### config.mk
export PLATFORM = sky130hd
export DESIGN_NAME = ee354_project_game_ctrl
export DESIGN_NICKNAME = d
export VERILOG_FILES = /design/src/rtl/ee354_project_pkg.sv /design/src/rtl/ee354_project_dir_queue.sv /design/src/rtl/ee354_project_game_ctrl.sv
export SDC_FILE = /design/constraint.sdc
export NUM_CORES = 1
export LEC_CHECK = 0
export CORE_MARGIN = 4
export CORE_UTILIZATION = 56
export CTS_CLUSTER_DIAMETER = 40
export DETAILED_ROUTE_END_ITERATION = 8
export HOLD_SLACK_MARGIN = 0.1
export PLACE_DENSITY = 0.76
export REMOVE_ABC_BUFFERS = 1
export SETUP_SLACK_MARGIN = 0.15
export SLEW_MARGIN = 30
export SYNTH_ARGS = -nofsm -noshare
export SYNTH_HDL_FRONTEND = slang
export SYNTH_SLANG_ARGS = --single-unit
### constraint.sdc
create_clock -name Clk -period 1.5 [get_ports Clk]
set_input_delay 0.225 -clock Clk [delete_from_list [all_inputs] [get_ports Clk]]
set_output_delay 0.225 -clock Clk [all_outputs]
set_load 0.01 [all_outputs]
### src/rtl/ee354_project_pkg.sv
// Shared definitions for the snake game controller: FSM state encoding,
// direction codes, start length and the direction-reversal test.
package ee354_project_pkg;

  typedef enum logic [1:0] {
    INI  = 2'd0,
    RUN  = 2'd1,
    WIN  = 2'd2,
    LOSE = 2'd3
  } state_t;

  localparam logic [1:0] UP    = 2'b00;
  localparam logic [1:0] DOWN  = 2'b01;
  localparam logic [1:0] LEFT  = 2'b10;
  localparam logic [1:0] RIGHT = 2'b11;

  localparam logic [7:0] START_LEN = 8'd3;

  // Opposite directions share bit 1 (same axis) and differ in bit 0.
  function automatic logic is_opposite(input logic [1:0] a, input logic [1:0] b);
    return (a[1] == b[1]) && (a[0] != b[0]);
  endfunction

endpackage

### src/rtl/ee354_project_dir_queue.sv
// Two-entry direction queue with a reversal/duplicate filter. The filter
// compares against the newest queued direction, or the applied direction
// when the queue is empty, so a burst of presses can never reverse the snake.
module ee354_project_dir_queue
  import ee354_project_pkg::*;
(
  input  logic       clk,
  input  logic       rst_n,
  input  logic       clear,
  input  logic       push,
  input  logic [1:0] dir_in,
  input  logic       pop,
  output logic [1:0] cur_dirn
);

  logic [1:0] slot0;
  logic [1:0] slot1;
  logic [1:0] count;
  logic [1:0] ref_dir;
  logic [1:0] wr_idx;
  logic       accept;
  logic       pop_eff;

  // Reference direction, push acceptance and write slot (after any pop).
  always_comb begin
    ref_dir = cur_dirn;
    if (count == 2'd1) ref_dir = slot0;
    else if (count == 2'd2) ref_dir = slot1;
    pop_eff = pop && (count != 2'd0);
    accept  = push && (count != 2'd2) && (dir_in != ref_dir) &&
              !is_opposite(dir_in, ref_dir);
    wr_idx  = count - {1'b0, pop_eff};
  end

  // Queue storage; a push in the same cycle as a pop lands behind the shift.
  always_ff @(posedge clk or negedge rst_n) begin
    if (!rst_n) begin
      cur_dirn <= DOWN;
      slot0    <= '0;
      slot1    <= '0;
      count    <= '0;
    end else if (clear) begin
      cur_dirn <= DOWN;
      count    <= '0;
    end else begin
      if (pop_eff) begin
        cur_dirn <= slot0;
        slot0    <= slot1;
      end
      if (accept) begin
        if (wr_idx == 2'd0) slot0 <= dir_in;
        else                slot1 <= dir_in;
      end
      count <= count - {1'b0, pop_eff} + {1'b0, accept};
    end
  end

endmodule

### src/rtl/ee354_project_game_ctrl.sv
// Snake game controller: INI/RUN/WIN/LOSE FSM, move-tick generator and the
// direction queue. Define GAME_CTRL_SPEEDUP_EN to shorten the move period as
// the snake grows; otherwise the period stays at TICK_BASE.
module ee354_project_game_ctrl
  import ee354_project_pkg::*;
#(
  parameter int unsigned TICK_BASE = 25_000_000,
  parameter int unsigned TICK_STEP = 1_000_000,
  parameter int unsigned TICK_MIN  = 5_000_000,
  parameter logic [7:0]  WIN_LEN   = 8'd20
) (
  input  logic       Clk,
  input  logic       Reset_n,
  input  logic       Start,
  input  logic       Dir_Valid,
  input  logic [1:0] Dir_In,
  input  logic       Collision,
  input  logic [7:0] Length,
  output logic       q_I,
  output logic       q_Run,
  output logic       q_Win,
  output logic       q_Lose,
  output logic       Move_Tick,
  output logic [1:0] Cur_Dirn,
  output logic       Game_Reset
);

  logic [1:0]  rst_sync;
  logic        rst_n;
  state_t      state;
  state_t      state_next;
  logic [31:0] count;
  logic [31:0] period;
  logic        tick;
  logic        stay_run;
  logic        wrap;
  logic        fire;
  logic        run_entry;
  logic        ini_entry;

  // Reset asserts immediately, deasserts after two clean clock edges.
  always_ff @(posedge Clk or negedge Reset_n) begin
    if (!Reset_n) rst_sync <= '0;
    else          rst_sync <= {rst_sync[0], 1'b1};
  end
  assign rst_n = rst_sync[1];

  // FSM state register.
  always_ff @(posedge Clk or negedge rst_n) begin
    if (!rst_n) state <= INI;
    else        state <= state_next;
  end

  // Next-state logic; Collision outranks reaching the winning length.
  always_comb begin
    state_next = state;
    case (state)
      INI:       if (Start) state_next = RUN;
      RUN: begin
        if (Collision)              state_next = LOSE;
        else if (Length >= WIN_LEN) state_next = WIN;
      end
      WIN, LOSE: if (Start) state_next = INI;
      default:   state_next = INI;
    endcase
  end

  // Tick only fires when the game stays in RUN, so no tick leaks into WIN/LOSE.
  always_comb begin
    stay_run  = (state == RUN) && (state_next == RUN);
    wrap      = (count == period - 32'd1);
    fire      = stay_run && wrap;
    run_entry = (state == INI) && (state_next == RUN);
    ini_entry = ((state == WIN) || (state == LOSE)) && (state_next == INI);
  end

  // Move counter and registered tick, held clear outside RUN.
  always_ff @(posedge Clk or negedge rst_n) begin
    if (!rst_n) begin
      count <= '0;
      tick  <= 1'b0;
    end else if (stay_run) begin
      count <= wrap ? '0 : count + 32'd1;
      tick  <= wrap;
    end else begin
      count <= '0;
      tick  <= 1'b0;
    end
  end

`ifdef GAME_CTRL_SPEEDUP_EN
  logic [7:0]  len_eff;
  logic [31:0] steps;
  logic [31:0] decr;
  logic [31:0] next_period;

  // Period for the next move interval from the current snake length.
  always_comb begin
    len_eff     = (Length < START_LEN) ? START_LEN : Length;
    steps       = {24'd0, (len_eff - START_LEN) >> 2};
    decr        = TICK_STEP * steps;
    next_period = (decr >= TICK_BASE - TICK_MIN) ? TICK_MIN : TICK_BASE - decr;
  end

  // Period register, reloaded on RUN entry and at each tick.
  always_ff @(posedge Clk or negedge rst_n) begin
    if (!rst_n)         period <= TICK_BASE;
    else if (run_entry) period <= TICK_BASE;
    else if (fire)      period <= next_period;
  end
`else
  // Fixed move period.
  always_comb period = TICK_BASE;
`endif

  ee354_project_dir_queue u_dir_queue (
    .clk      (Clk),
    .rst_n    (rst_n),
    .clear    (ini_entry),
    .push     (Dir_Valid && ((state == INI) || (state == RUN))),
    .dir_in   (Dir_In),
    .pop      (fire),
    .cur_dirn (Cur_Dirn)
  );

  assign q_I        = (state == INI);
  assign q_Run      = (state == RUN);
  assign q_Win      = (state == WIN);
  assign q_Lose     = (state == LOSE);
  assign Game_Reset = (state == INI);
  assign Move_Tick  = tick;

endmodule

=== After elaboration in Yosys (flattened, before gate mapping) ===
Cells that the tools add are included.

* Bits in registers: 45
* Input port bits: 15
* Output and inout bits: 8
* Word-level logic and storage cells: 60

* Add/subtract/negate cells: 3
* $lt $le $gt $ge: 1
* Equality and inequality tests: 11
* Multiplexer cells: 16
* Bitwise logic cells: 2
* Reduce and logical (&&, ||, !) cells: 19

{| class="wikitable"
|+ Operators with widths
! kind !! count
|-
| two-way mux 32 bit || 2
|-
| adder 32 x 1 -> 32 bit, second input constant || 1
|-
| == test 32 x 25 -> 1 bit, second input constant || 1
|-
| two-way mux 2 bit || 12
|-
| logical AND 1 bit || 9
|-
| >= comparator 8 x 5 -> 1 bit, second input constant || 1
|-
| == test 2 x 1 -> 1 bit, second input constant || 3
|-
| == test 2 bit, second input constant || 3
|-
| zero test 2 bit || 3
|-
| one-hot mux 2 bit (3 select lines) || 1
|-
| nonzero test 2 bit || 2
|-
| AND reduction 3 bit || 1
|-
| adder 2 x 1 -> 2 bit || 1
|-
| logical OR 1 bit || 2
|-
| inequality test 2 bit || 1
|-
| inequality test 2 bit, second input constant || 1
|-
| inverter 1 bit || 2
|-
| OR reduction 2 bit || 1
|-
| subtractor 2 x 1 -> 2 bit || 1
|-
| == test 1 bit || 1
|-
| zero test 1 bit || 1
|-
| two-way mux 1 bit || 1
|-
| inequality test 1 bit || 1
|}

=== Longest topological paths before layout ===
Gate-level depths: netlist (run 1).

* Depth in word-level cells: 12
* Mapped depth: 13

=== Hierarchy ===
A second synthesis (run 1) with hierarchy kept.

* Cell total of the unflattened synthesis: 245
* Area total of the unflattened synthesis: 2422.3 um^2

{| class="wikitable"
|+ By module, submodules not included
! module !! instances !! cells each !! area each (um^2)
|-
| ee354_project_game_ctrl || 1 || 197 || 1940.6
|-
| ee354_project_dir_queue || 1 || 48 || 481.7
|}

=== Worst setup path after synthesis (run 1) ===
Ideal clock, no wire load.

* Path kind: reg-to-reg
* Start point: register count[0]
* End point: register u_dir_queue.count[1]
* Arrival time: 2.163 ns
* Required time: 1.374 ns
* Slack: -0.790 ns
* Stages on the path, launching flop included: 13
* Clock period less this slack: 2.290 ns
* Cells stage by stage: dfrtp_1 -> ha_1 -> nand4_1 -> or3_1 -> nand4bb_1 -> clkbuf_1 -> inv_1 -> ha_1 -> inv_1 -> ha_1 -> xor2_1 -> xnor2_1 -> a21oi_1

* Longest elaborated chain between the ends: 6

{| class="wikitable"
|+ RTL lines
! item !! RTL line !! text
|-
| start: declaration || ee354_project_game_ctrl.sv:32 || <nowiki>logic [31:0] count;</nowiki>
|-
| start signal: assignment || ee354_project_game_ctrl.sv:83 || <nowiki>count <= wrap ? '0 : count + 32'd1;</nowiki>
|-
| == test 32 x 25 -> 1 bit || ee354_project_game_ctrl.sv:71 || <nowiki>wrap = (count == period - 32'd1);</nowiki>
|-
| logical AND 1 bit || ee354_project_game_ctrl.sv:72 || <nowiki>fire = stay_run && wrap;</nowiki>
|-
| logical AND 1 bit || ee354_project_dir_queue.sv:29 || <nowiki>pop_eff = pop && (count != 2'd0);</nowiki>
|-
| subtractor 2 x 1 -> 2 bit || ee354_project_dir_queue.sv:54 || <nowiki>count <= count - {1'b0, pop_eff} + {1'b0, accept};</nowiki>
|-
| adder 2 x 1 -> 2 bit || ee354_project_dir_queue.sv:54 ||
|-
| two-way mux 2 bit || ee354_project_dir_queue.sv:42 || <nowiki>end else if (clear) begin</nowiki>
|-
| end signal: assignment || ee354_project_dir_queue.sv:54 ||
|-
| end: declaration || ee354_project_dir_queue.sv:18 || <nowiki>logic [1:0] count;</nowiki>
|}

No other way between the ends.
A chain may end at the register's enable or synchronous reset.

=== Worst setup path after layout (run 1) ===
* Start point: register count[27]
* End point: register u_dir_queue.slot0[1]

* Longest elaborated chain between the ends: 7
* Elaborated cells on any way between the ends: 8

{| class="wikitable"
|+ RTL lines
! item !! RTL line !! text
|-
| == test 32 x 25 -> 1 bit * || ee354_project_game_ctrl.sv:71 ||
|-
| logical AND 1 bit * || ee354_project_game_ctrl.sv:72 ||
|-
| logical AND 1 bit * || ee354_project_dir_queue.sv:29 ||
|-
| subtractor 2 x 1 -> 2 bit || ee354_project_dir_queue.sv:32 || <nowiki>wr_idx = count - {1'b0, pop_eff};</nowiki>
|-
| zero test 2 bit || ee354_project_dir_queue.sv:51 || <nowiki>if (wr_idx == 2'd0) slot0 <= dir_in;</nowiki>
|-
| two-way mux 2 bit || ee354_project_dir_queue.sv:51 ||
|-
| two-way mux 2 bit * || ee354_project_dir_queue.sv:50 || <nowiki>if (accept) begin</nowiki>
|-
| end signal: assignment || ee354_project_dir_queue.sv:48 || <nowiki>slot0 <= slot1;</nowiki>
|-
| end signal: assignment || ee354_project_dir_queue.sv:51 ||
|-
| end: declaration || ee354_project_dir_queue.sv:16 || <nowiki>logic [1:0] slot0;</nowiki>
|}

Every way passes the cells marked *; elsewhere a longest branch is shown, timed or not.

==> flow_summary.yaml, run 1 <==
synthesis:
  yosysTopAreaCellShare: 0.469
  synth_warnings: 0
  syn_area_per_cell_um2: 9.73
  syn_inst: 241
  ys_seq_area_frac: 0.481
  yosys.area.top_type: "dfrtp_1"
  synthTopCellsByArea: "dfrtp_1 (47%), nor2_1 (6.4%), xor2_1 (6.3%)"
  ys_ff_latch: 45
  ys.flop_type: "dfrtp_1"
  netlist_area_um2: 2350
  async_flop_share: 1.00
  synth_cell_types: 45
  synth_edf_count: 0
grt:
  grt_start_max_net_pins: 44
  grtUsageTotal: 0.360
  grt_antenna_before_repair: 0
  grt_pass1_wl_mm: 14.2
  overflow: 0
  first_global_vias: 2730
outcome:
  failed_checks: "negative setup slack"
  status: "finished, violations left"
clock_network:
  cts_tree: "yes"
  clock-sinks: 45
  cts_made_buffers: 5
  clock_latency_ps: 310
  cts_root_buffer: "clkbuf_8"
  clk_path_buf_depth: 2
  path_clk_slew_ps: 100
  cts.htree.levels: 2
die:
  die_x_um: 72.7
  dieArea_um2: 5290
  io_pins: 23
  rows: 23
  start_util: 0.582
  core_area_um2: 4030
  die_h_um: 72.7
routing:
  dr_total_vias: 2758
  firstDrtPassIters: 5
  post_drt_wl_per_cell_um: 26.1
  wl_mm: 10.8
  vias_per_cell: 6.66
  drcViolationCount: 0
  dr.first_iter.drc_count: 469
  postRouteAntennaNets: 0
job:
  maxCapViolCount: 0
timing:
  fin_crit_ps: 2710
  fmax_ghz: 0.370
  hold_viol: 0
  finalSetupViolCount: 41
  drv_slew: 0
  rsz0062_at_grt: "yes"
  fin_ws_ps: -1210
  setup_tns_ps: -34300
  finClkSkew_ps: 14.1
  post-route-period-util: 1.80
setup_path:
  r2r_slack_ps: -1210
  reg2reg_depth: 9
  reg2reg_to: "u_dir_queue.slot0[1]"
  cp.arrival_ps: 2880
  critPathSlowestCell: "nor4b_1"
  cp_max_fo: 3
  cp.required_ps: 1680
  crit_path_end_kind: "flip-flop"
  startpoint_type: "flip-flop"
  crit_chain: "nor4b_1, nand4_1, nand4bb_4, inv_2, ha_4, nand2b_1, nor3_2, a31oi_1, a22oi_1"
  reg2reg_from: "count[27]"
  critPathMaxStageDelay_ps: 440
  worstSetupPathType: "flip-flop to flip-flop"
place:
  io_buffer_count: 20
  pre_cts_slack_ps: -981
  gp_congestion: 0.836
  dp_hpwl_mm: 4.20
cells_and_area:
  final_nets: 381
  diodes: 0
  drive_gt1_frac: 0.448
  final_util: 0.947
  syn_to_final_growth_pct: 62.7
hold_path:
  hp-class: "flip-flop to asynchronous set/reset pin"
pwr:
  p_per_area_nw_per_um2: 917
  max-vdd-ir-drop_v: 0.000644
  leakagePower_nw: 1.74
==> kinds of logic after synthesis <==
logic type | after synthesis | synth area share
simple gates | 120 | 0.276
xor+xnor | 33 | 0.123
flops | 45 | 0.481
buf+inv | 18 | 0.0363
mux | 4 | 0.0181
compound gates | 17 | 0.0480
other cells | 1 | 0.00160
fa+ha+maj | 3 | 0.0160
==> where the power goes <==
group	switching (mW)	internal, mW	total [mW]
Clock	0.471	0.325	0.797
Sequential	0.0836	1.32	1.40
Combinational	0.655	0.645	1.30
==> cells in the final DEF, fill, tap and decap left out, types with 3 or more instances in the layout <==
cell | netlist | routed
nor2_1 | 40 | 36
nor2_2 | 3 | 4
nand3_1 | 11 | 11
and3_4 | 0 | 3
nor4_1 | 5 | 3
nand4_1 | 10 | 10
clkbuf_8 | 0 | 5
nand2_2 | 0 | 3
nor3_1 | 9 | 6
nor3_2 | 0 | 3
and4_2 | 3 | 3
a21oi_1 | 5 | 4
nor2_4 | 0 | 3
buf_6 | 1 | 25
a31oi_1 | 3 | 3
clkdlybuf4s50_1 | 0 | 12
inv_2 | 0 | 3
buf_12 | 0 | 4
inv_1 | 11 | 7
nand2_1 | 17 | 14
xnor2_1 | 16 | 14
xor2_1 | 17 | 16
buf_4 | 2 | 73
dfrtp_1 | 44 | 43
==> metal layers <==
| metal | track usage | up-vias | routed length (um) |
|---|---|---|---|
| met5 | 0 | - | 0 |
| met4 | 0.217 | 0 | 1100 |
| met3 | 0.0716 | 118 | 1030 |
| met2 | 0.624 | 275 | 5180 |
| met1 | 0.407 | 1292 | 3500 |
| li1 | - | 1073 | - |
==> per-stage QoR <==
step	hold slack (ps)	instances	instance area [um2]	power (mW)
2_1_floorplan	-70.6	234	2300	1.76
3_3_place_gp	238	378	3160	2.24
3_5_place_dp	243	378	3160	2.28
4_1_cts	251	409	3670	3.03
5_1_grt	277	414	3820	3.59
6_report	254	414	3820	3.50
==> cell type report <==
| cell class | count | area, um2 |
|---|---|---|
| clock buffers | 6 | 72.6 |
| clock inverters | 2 | 10.0 |
| fillers | 107 | 213 |
| inverters | 11 | 43.8 |
| multi-input cells | 178 | 1330 |
| flip-flops and latches | 45 | 1130 |
| well taps | 50 | 62.6 |
| repair buffers | 122 | 1170 |
==> state kept, by name, summed over array words and instances, names as in the netlist <==
name	cells
Move_Tick	1
u_dir_queue.slot1	2
count	32
u_dir_queue.count	2
u_dir_queue.slot0	2
u_dir_queue.cur_dirn	2
rst_sync	2
state	2
==> worst max-delay path, delay by kind of cell (launching register included) <==
family | cells | cell delay (ps)
flip-flops | 1 | 420
AO/OA/AOI/OAI | 2 | 360
adder cells (fa/ha/maj) | 1 | 210
buffers and inverters | 1 | 100
AND/OR/NAND/NOR | 5 | 1480
==> synthesized netlist by cell type (all sizes together) (2+ instances only) <==
cell type / instances
mux2: 2
nor3: 9
and3: 6
a31oi: 3
ha: 3
dfrtp: 44
nand3: 12
mux2i: 2
nand2: 17
nor4: 6
and2: 4
a22oi: 2
nor2: 43
o21ai: 2
clkbuf: 2
and4: 5
inv: 11
a21oi: 5
xor2: 17
or3: 2
xnor2: 16
buf: 5
nand4: 11
==> worst max-delay path by stage <==
stage	startpoint	endpoint	slack, ps
2_1_floorplan	count[0]	u_dir_queue.count[1]	-800
3_3_place_gp	Collision	u_dir_queue.count[1]	-850
3_5_place_dp	Collision	u_dir_queue.count[1]	-980
4_1_cts	count[1]	u_dir_queue.count[1]	-700
5_1_grt	count[7]	u_dir_queue.count[1]	-1440
6_report	count[27]	u_dir_queue.slot0[1]	-1210
==> repair_timing <==
item	in CTS	in global routing
hold buffers	1	0
buffers inserted	19	5
pin swaps	14	9
gates resized for setup	66	27
endpoints found under the hold margin	2	0
gates cloned	3	0
endpoints found under the setup margin	49	48
Note: power is estimated with default switching activity, not from simulation.
==> run 2, diff against run 1 <==
--- a/config.mk
+++ b/config.mk
@@ -6,14 +6,16 @@
 export NUM_CORES = 1
 export LEC_CHECK = 0
 export CORE_MARGIN = 4
-export CORE_UTILIZATION = 56
+export CORE_UTILIZATION = 57
 export CTS_CLUSTER_DIAMETER = 40
 export DETAILED_ROUTE_END_ITERATION = 8
+export GPL_ROUTABILITY_DRIVEN = 0
 export HOLD_SLACK_MARGIN = 0.1
-export PLACE_DENSITY = 0.76
+export PLACE_DENSITY = 0.77
 export REMOVE_ABC_BUFFERS = 1
 export SETUP_SLACK_MARGIN = 0.15
 export SLEW_MARGIN = 30
 export SYNTH_ARGS = -nofsm -noshare
 export SYNTH_HDL_FRONTEND = slang
+export SYNTH_HIERARCHICAL = 1
 export SYNTH_SLANG_ARGS = --single-unit
==> run 2 against run 1 <==
- register-to-register slack worse by 130 ps
- the flow still finishes with violations (negative setup slack)
- largest cell class unchanged
- largest power group is now combinational logic
- critical endpoint is now u_dir_queue/slot0[0]
- first-iteration DRC count fell by 38%
- die area is 1.3% higher
==> flow_summary.yaml, run 2 <==
synthesis:
  ys_seq_area_frac: 0.465
  synthTopCellsByArea: "dfrtp_1 (45%), xnor2_1 (5.8%), xor2_1 (5.8%)"
  ys_ff_latch: 45
  syn_area_per_cell_um2: 9.89
  netlist_area_um2: 2420
  synth_edf_count: 0
  synth_cell_types: 48
  ys_top_cells_by_count: "dfrtp_1 (44), nor2_1 (37), nand2_1 (17), xnor2_1 (16), xor2_1 (16)"
  synth_warnings: 6
  ys.flop_type: "dfrtp_1"
  syn_inst: 245
  yosysMostFrequentCell: "dfrtp_1"
  async_flop_share: 1.00
  yosysTopAreaCellShare: 0.455
  yosys.area.top_type: "dfrtp_1"
clock_network:
  cts_tree: "yes"
  cts_made_buffers: 5
  clock_latency_ps: 300
  cts_root_buffer: "clkbuf_8"
  clk_path_buf_depth: 2
  cts.htree.levels: 2
  clock-sinks: 45
  path_clk_slew_ps: 90
timing:
  hold_viol: 0
  worst_slew_pin_slew_ps: 550
  fin_crit_ps: 2830
  setup_tns_ps: -51250
  post-route-period-util: 1.89
  finalSetupViolCount: 47
  slew_headroom: 0.630
  fin_ws_ps: -1330
  finClkSkew_ps: 7.20
  rsz0062_at_grt: "yes"
  fmax_ghz: 0.353
  drv_slew: 0
die:
  core_area_um2: 4060
  die_h_um: 73.2
  dieArea_um2: 5360
  io_pins: 23
  die_x_um: 73.2
  start_util: 0.597
  rows: 23
setup_path:
  r2r_slack_ps: -1330
  crit_chain: "or4b_4, nor4_4, nand4_2, nor3_4, o21ai_2, inv_2, ha_4, xnor2_4, nand3_2, nand2b_4, o211ai_1"
  cp_max_fo: 3
  critPathMaxStageDelay_ps: 550
  reg2reg_from: "count[8]"
  startpoint_type: "flip-flop"
  cp.arrival_ps: 3040
  worstSetupPathType: "flip-flop to flip-flop"
  critPathSlowestCell: "or4b_4"
  reg2reg_depth: 11
  cp.required_ps: 1710
  cp.buffers_inverters: 1
  reg2reg_to: "u_dir_queue/slot0[0]"
  crit_path_end_kind: "flip-flop"
  cp.depth: 11
  critPathTopFamily: "simple AND/OR/NAND/NOR gates"
cells_and_area:
  mostFrequentLayoutCells: "buf_4 (72), dfrtp_1 (43), nor2_1 (36), buf_6 (20), nand2_1 (17)"
  syn_to_final_growth_pct: 52.2
  final_common_cell: "buf_4"
  top_register: "count"
  final_nets: 377
  largest_reg_flops: 32
  fillers: 150
  diodes: 0
  drive_gt1_frac: 0.374
  final_cell_count_no_fill: 411
  final_area_um2: 3690
outcome:
  status: "finished, violations left"
  failed_checks: "negative setup slack"
place:
  placed_area_um2: 3180
  dp_hpwl_mm: 4.47
  io_buffer_count: 20
  place_inst: 379
  pre_cts_slack_ps: -1270
job:
  maxCapViolCount: 0
routing:
  postRouteAntennaNets: 0
  post_drt_wl_per_cell_um: 22.8
  drcViolationCount: 0
  vias_per_cell: 6.25
  dr_total_vias: 2567
  wl_mm: 9.38
  dr.first_iter.drc_count: 293
  firstDrtPassIters: 5
grt:
  grtUsageTotal: 0.298
  grt_start_max_net_pins: 26
  overflow: 0
  grt_pass1_wl_mm: 12.0
  first_global_vias: 2643
  grt_antenna_before_repair: 0
pwr:
  p_per_area_nw_per_um2: 1020
  leakagePower_nw: 1.68
  max-vdd-ir-drop_v: 0.00105
  power_mw: 3.76
hold_path:
  hp-class: "flip-flop to asynchronous set/reset pin"
run 2: how the worst max path moves through the flow:
stage / startpoint / to / slack (ps)
detailed placement: count[8] / u_dir_queue/slot1[1] / -1270
floorplan: count[8] / u_dir_queue/slot1[0] / -1330
finish: count[8] / u_dir_queue/slot0[0] / -1330
global placement: count[8] / u_dir_queue/slot1[0] / -1190
global route: count[8] / u_dir_queue/slot1[0] / -1430
CTS: count[17] / u_dir_queue/slot1[1] / -1180
run 2: kinds of logic (layout without fill, tap and decap cells):
| kind of cell | count (synthesis) | in the layout | share of synthesized area |
|---|---|---|---|
| muxes | 4 | 4 | 0.0181 |
| other | 1 | 1 | 0.00155 |
| adders and majority gates | 2 | 2 | 0.0103 |
| DFF | 45 | 45 | 0.465 |
| buffers and inverters | 15 | 131 | 0.0372 |
| xor gates and xnor gates | 32 | 32 | 0.116 |
| and+or+nand+nor | 127 | 127 | 0.294 |
| AOI/OAI and AO/OA | 19 | 19 | 0.0578 |
run 2: per-stage QoR:
step	hold WS (ps)	utilization
after detailed placement	126	0.785
after CTS	132	0.861
after floorplan	-70.6	-
final	132	0.908
after global routing	148	0.908
after global placement	121	0.785
run 2: final cells by class:
class                      count  area [um2]  area share
clock buffer                   8        80.1      0.0217
inverter                       8        30.0     0.00815
multi-input combinational    185        1340       0.363
sequential                    45        1130       0.306
tap                           50        62.6      0.0170
timing repair buffer         115        1050       0.284
run 2: routing by layer:
metal | vias to the layer above | part of all wire | GRT usage
met1 | 1232 | 0.35 | 0.318
met4 | 0 | 0.079 | 0.189
met3 | 78 | 0.077 | 0.0689
met5 | - | 0 | 0
li1 | 1077 | - | -
met2 | 180 | 0.49 | 0.521
run 2: report_power, final:
group / switching [mW] / internal, mW / total [mW]
sequential: 0.0923 / 1.32 / 1.41
clock: 0.422 / 0.332 / 0.754
combinational: 0.744 / 0.851 / 1.60
run 2: what timing repair did:
| item | CTS | global route |
|---|---|---|
| hold buffers | 1 | 0 |
| pin swaps | 10 | 7 |
| hold endpoints to repair | 2 | 0 |
| setup buffers | 11 | 11 |
| gates resized for setup | 43 | 29 |
| gates cloned | 2 | 0 |
| endpoints found under the setup margin | 49 | 48 |
==> run 3, diff against run 2 <==
--- a/config.mk
+++ b/config.mk
@@ -9,7 +9,6 @@
 export CORE_UTILIZATION = 57
 export CTS_CLUSTER_DIAMETER = 40
 export DETAILED_ROUTE_END_ITERATION = 8
-export GPL_ROUTABILITY_DRIVEN = 0
 export HOLD_SLACK_MARGIN = 0.1
 export PLACE_DENSITY = 0.77
 export REMOVE_ABC_BUFFERS = 1
==> results of run 3 <==
Same layout as run 2: the final DEF is identical, and so are final timing and power.
